===== config.mk =====
export PLATFORM = sky130hd
export DESIGN_NAME = ha_cfg_sequencer
export DESIGN_NICKNAME = d
export VERILOG_FILES = /design/src/rtl/ha_cfg_sequencer.sv
export SDC_FILE = /design/constraint.sdc
export NUM_CORES = 1
export LEC_CHECK = 0
export CORE_AREA = 2 2 118 120
export CTS_CLUSTER_SIZE = 10
export DETAILED_ROUTE_END_ITERATION = 10
export DIE_AREA = 0 0 120 122
export GPL_TIMING_DRIVEN = 0
export SYNTH_ARGS = -nofsm -noshare
export SYNTH_HDL_FRONTEND = slang
export SYNTH_SLANG_ARGS = --single-unit

===== constraint.sdc =====
create_clock -name clk -period 4.3 [get_ports clk]
set_input_delay 0.645 -clock clk [delete_from_list [all_inputs] [get_ports clk]]
set_output_delay 0.645 -clock clk [all_outputs]
set_load 0.02 [all_outputs]

===== src/rtl/ha_cfg_sequencer.sv =====
// Configuration sequencer: steps through a small program table, loading a
// config word and global selects per step, then waits out the step's hold time.
module ha_cfg_sequencer #(
  parameter int DEPTH   = 8,
  parameter int INST_BW = 3,
  parameter int SEL_BW  = 3,
  parameter int HOLD_BW = 4,
  parameter int LAT     = 1
) (
  input  logic                              clk,
  input  logic                              rst,
  input  logic                              prog_we,
  input  logic [$clog2(DEPTH)-1:0]          prog_addr,
  input  logic [INST_BW+SEL_BW+HOLD_BW-1:0] prog_data,
  input  logic [$clog2(DEPTH):0]            prog_len,
  input  logic                              start,
  input  logic                              abort,
  output logic                              busy,
  output logic                              done,
  output logic                              cfg_en,
  output logic [INST_BW-1:0]                cfg_inst,
  output logic [SEL_BW-1:0]                 global_sel,
  output logic [$clog2(DEPTH)-1:0]          step_idx,
  output logic                              capture
);

  localparam int AW    = $clog2(DEPTH);
  localparam int EW    = INST_BW + SEL_BW + HOLD_BW;
  localparam int LAT_W = $clog2(LAT + 1);
  localparam int CW    = (HOLD_BW > LAT_W) ? HOLD_BW : LAT_W;

  localparam logic [CW-1:0] LAT_C   = CW'(LAT);
  localparam logic [CW-1:0] CNT_ONE = 1;
  localparam logic [AW-1:0] IDX_ONE = 1;
  localparam logic [AW:0]   LEN_ONE = 1;
  localparam logic [AW:0]   DEPTH_C = (AW + 1)'(DEPTH);

  typedef enum logic [1:0] {S_IDLE, S_LOAD, S_RUN, S_DONE} state_t;

  state_t              state_q, state_d;
  logic [EW-1:0]       table_rd [DEPTH];
  logic [AW-1:0]       step_idx_q, step_idx_d;
  logic [AW:0]         len_q, len_d;
  logic [CW-1:0]       cnt_q, cnt_d;
  logic [INST_BW-1:0]  inst_q, inst_d;
  logic [SEL_BW-1:0]   sel_q, sel_d;

  logic                start_ok;
  logic                last_step;
  logic                run_end;
  logic [AW-1:0]       nxt_idx;
  logic [HOLD_BW-1:0]  cur_hold;
  logic [CW-1:0]       hold_eff;

  // Program table: one register per slot so reset can clear every entry.
  for (genvar gi = 0; gi < DEPTH; gi++) begin : g_table
    logic [EW-1:0] entry_q;
    always_ff @(posedge clk or posedge rst) begin
      if (rst) begin
        entry_q <= '0;
      end else if (prog_we && !busy && (prog_addr == AW'(gi))) begin
        entry_q <= prog_data;
      end
    end
    assign table_rd[gi] = entry_q;
  end

  assign start_ok  = start && (prog_len != '0) && (prog_len <= DEPTH_C);
  assign last_step = ({1'b0, step_idx_q} == (len_q - LEN_ONE));
  assign run_end   = (cnt_q == '0);
  assign nxt_idx   = (state_q == S_IDLE) ? '0 : (step_idx_q + IDX_ONE);
  assign cur_hold  = table_rd[step_idx_q][HOLD_BW-1:0];
  assign hold_eff  = (CW'(cur_hold) < LAT_C) ? LAT_C : CW'(cur_hold);

  always_ff @(posedge clk or posedge rst) begin
    if (rst) begin
      state_q <= S_IDLE;
    end else begin
      state_q <= state_d;
    end
  end

  always_comb begin
    state_d = state_q;
    case (state_q)
      S_IDLE: if (start_ok) state_d = S_LOAD;
      S_LOAD: state_d = abort ? S_IDLE : S_RUN;
      S_RUN: begin
        if (abort) begin
          state_d = S_IDLE;
        end else if (run_end) begin
          state_d = last_step ? S_DONE : S_LOAD;
        end
      end
      S_DONE:  state_d = S_IDLE;
      default: state_d = S_IDLE;
    endcase
  end

  always_comb begin
    busy    = 1'b0;
    done    = 1'b0;
    cfg_en  = 1'b0;
    capture = 1'b0;
    case (state_q)
      S_LOAD: begin
        busy   = 1'b1;
        cfg_en = 1'b1;
      end
      S_RUN: begin
        busy    = 1'b1;
        capture = run_end;
      end
      S_DONE:  done = 1'b1;
      default: ;
    endcase
  end

  // Step registers; the config word is captured on the edge entering LOAD.
  always_comb begin
    step_idx_d = step_idx_q;
    len_d      = len_q;
    cnt_d      = cnt_q;
    inst_d     = inst_q;
    sel_d      = sel_q;
    if ((state_q == S_IDLE) && start_ok) begin
      len_d = prog_len;
    end
    if (state_d == S_LOAD) begin
      step_idx_d = nxt_idx;
      inst_d     = table_rd[nxt_idx][EW-1 -: INST_BW];
      sel_d      = table_rd[nxt_idx][HOLD_BW +: SEL_BW];
    end
    if ((state_q == S_LOAD) && !abort) begin
      cnt_d = hold_eff;
    end else if ((state_q == S_RUN) && !run_end) begin
      cnt_d = cnt_q - CNT_ONE;
    end
    if (busy && abort) begin
      step_idx_d = '0;
    end
  end

  always_ff @(posedge clk or posedge rst) begin
    if (rst) begin
      step_idx_q <= '0;
      len_q      <= '0;
      cnt_q      <= '0;
      inst_q     <= '0;
      sel_q      <= '0;
    end else begin
      step_idx_q <= step_idx_d;
      len_q      <= len_d;
      cnt_q      <= cnt_d;
      inst_q     <= inst_d;
      sel_q      <= sel_d;
    end
  end

  assign cfg_inst   = inst_q;
  assign global_sel = sel_q;
  assign step_idx   = step_idx_q;

endmodule


==> flow_metrics.tcl <==
set metrics [dict create \
    syn_area_um2 4880 \
    arrival_ps 2210 \
    initial_core_util_pct 36.1 \
    p_leak_uw 0.00232 \
    worst-setup-path-type "flop to primary output" \
    rsz0062_at_grt "false" \
    power_density_nw_per_um2 690 \
    ys_seq_elements 99 \
    relSlewSlack_pct 9.46 \
    post-place-cells 567 \
    clock_path_buffers 2 \
    die_h_um 122 \
    yosysWarnings 0 \
    synth_top_area_share_pct 50.8 \
    syn_inst 352 \
    place_area_um2 5470 \
    grt_max_degree 65 \
    clk_pin_slew_worst_paths_ps 70 \
    cp_slowest_cell "clkdlybuf4s50_1" \
    crit_chain "inv_1 > ha_1 > or3b_1 > buf_6 > nor2_1 > clkdlybuf4s50_1" \
    worstSetupEndpointType "primary output" \
    clk_latency_ps 340 \
    area.sequential_um2 2480 \
    dieArea_um2 14600 \
    die_w_um 120 \
    hold_path.class "flop to flop" \
    multiInputGateArea_um2 2270 \
    grt_usage_pct 15.3 \
    final_cell_area_um2 5770 \
    setup-tns-final_ps 0 \
    crit_path_start_kind "flop" \
    cp_max_fo 8 \
    synth.avg_cell_area_um2 13.9 \
    io_buffers 34 \
    synth_top_cells_by_area "dfrtp_1 (51%), mux2_2 (21%), mux4_2 (5.5%)" \
    syn_to_final_growth_pct 18.2 \
    final_nets 428 \
    h-tree-depth 3 \
    fillers 1222 \
    setup-violations-final 0 \
    critical_path.max_stage_delay_ps 600 \
    hold_viol 0 \
    via_per_inst 5.18 \
    drt_pass1_iterations 4 \
    drc 0 \
    period_needed_ps 2850 \
    synth_top_cell_by_area "dfrtp_1" \
    total_power_uw 3980 \
    drt-initial-drc-count 126 \
    cts.sinks 99 \
    fin_crit_sh_pct 66.3 \
    num_antenna_cells 0 \
    maxSlewViolCount 0 \
    grt_antenna_before_repair 0 \
    yosysMostFrequentCell "dfrtp_1" \
    cts_buffers 9 \
    yosys.cell_types.count 53 \
    cts_tree "built" \
    io_pins 35 \
    required_ps 3650 \
    hpwlAfterDp_mm 7.06 \
    root_buffer "clkbuf_16" \
    grt_pass1_vias 3126 \
    final_cells 582 \
    rows 43 \
    yosys-top-cells-count "dfrtp_1 (99), mux2_2 (89), mux2i_1 (18)" \
    status "completed" \
    drtAntennaViolNets 0 \
    core-area_um2 13500 \
    postCtsHoldBufs 0 \
    avgRoutedWirePerCell_um 18.1 \
    finClkSkew_ps 11.9 \
    post_cts_resized 0 \
    yosysSeqAreaShare_pct 50.8 \
    worstMarginPinSlew_ps 1350 \
    num_vias 3014 \
    overflow 0 \
    cts_setup_buffers 0 \
    async_flop_share_pct 100 \
    drv_cap 0 \
    gp_congestion 0.772 \
    timing.fmax_mhz 351 \
    routed_wl_mm 10.6 \
    ys.flop_type "dfrtp_1" \
    vdd_drop_max_v 0.000234 \
    synth-edff-count 0 \
    grt_pass1_wl_mm 17.0 \
    syn_nets 382 \
    drive_gt1_share_pct 34.6 \
]
==> power by group <==
group	total [µW]	leakage [µW]	switching (µW)	internal, µW
Sequential	1630	0.00120	241	1390
Combinational	1550	0.000985	664	890
Clock	799	0.000142	335	464
==> final timing paths <==
kind	cells past startpoint	startpoint	slack, ps	to
worst min register to register	1	g_table[2].entry_q[5]	500	g_table[2].entry_q[5]
worst max register to register	8	state_q[1]	1530	global_sel[2]
worst min-delay path	1	g_table[2].entry_q[5]	500	g_table[2].entry_q[5]
max in group asynchronous	3	rst	2920	g_table[7].entry_q[6]
worst max-delay path	6	cnt_q[0]	1450	capture
min in group asynchronous	2	rst	700	g_table[5].entry_q[1]
==> area by class of cell <==
cell class / count / area share [%]
Tap cell: 180 / 3.90
Sequential cell: 99 / 43.0
Buffer: 17 / 1.54
Inverter: 11 / 0.759
Clock inverter: 4 / 0.889
Timing Repair Buffer: 35 / 6.38
Clock buffer: 11 / 4.21
Multi-Input combinational cell: 225 / 39.4
==> stage by stage <==
step	setup WS [ps]	hold WS, ps	utilization [%]
2_1_floorplan	1060	470	-
3_3_place_gp	-413	482	40.3
3_5_place_dp	1400	487	40.5
4_1_cts	1440	504	42.7
5_1_grt	1340	508	42.7
6_report	1450	503	42.7
==> state kept, by name (all words and copies together), names as in the netlist <==
register,cells
cnt_q,4
step_idx,3
cfg_inst,3
global_sel,3
len_q,4
g_table.entry_q,80
state_q,2
==> worst max-delay path: cells and delay by family (launching register included) <==
family / cells / cell delay (ps)
flip-flops: 1 / 380
AND/OR/NAND/NOR: 2 / 440
adder cells (fa/ha/maj): 1 / 180
buffers and inverters: 3 / 870
==> cell usage in the layout, fill, tap and decap left out, drive strengths merged, types with 2 or more instances in the layout <==
cell type | Yosys | routed
nand3b | 4 | 4
nand3 | 2 | 2
nand2 | 10 | 10
o21ai | 7 | 7
a211oi | 4 | 4
mux2i | 19 | 19
o22ai | 2 | 2
clkdlybuf4s50 | 0 | 34
inv | 11 | 11
xnor2 | 5 | 5
o31ai | 2 | 2
buf | 10 | 11
o2bb2ai | 2 | 2
mux4 | 12 | 12
dfrtp | 99 | 99
a31oi | 2 | 2
or4 | 2 | 2
a21oi | 5 | 5
clkinv | 0 | 2
nor2 | 8 | 8
nor2b | 2 | 2
nor3b | 7 | 7
ha | 8 | 8
nor3 | 8 | 8
nand2b | 3 | 3
mux2 | 95 | 95
clkbuf | 7 | 18
==> layer usage <==
metal	global-route usage [%]	share of wire, %	vias up
met5	0	0	-
met4	5.00	1.5	0
met3	3.37	2.8	10
met2	24.7	49	48
met1	20.5	47	1566
li1	-	-	1390
==> cell families (layout without fill, tap and decap cells) <==
family          count (synthesis)  count (layout)  synth area share (%)
compound gates                 32              32                  4.57
buf+inv                        28              78                  2.67
xor+xnor                        6               6                  1.23
simple gates                   53              53                  6.62
flops                          99              99                  50.8
fa+ha+maj                       8               8                  2.05
mux                           126             126                  32.1
Note: power is estimated with default switching activity, not from simulation.
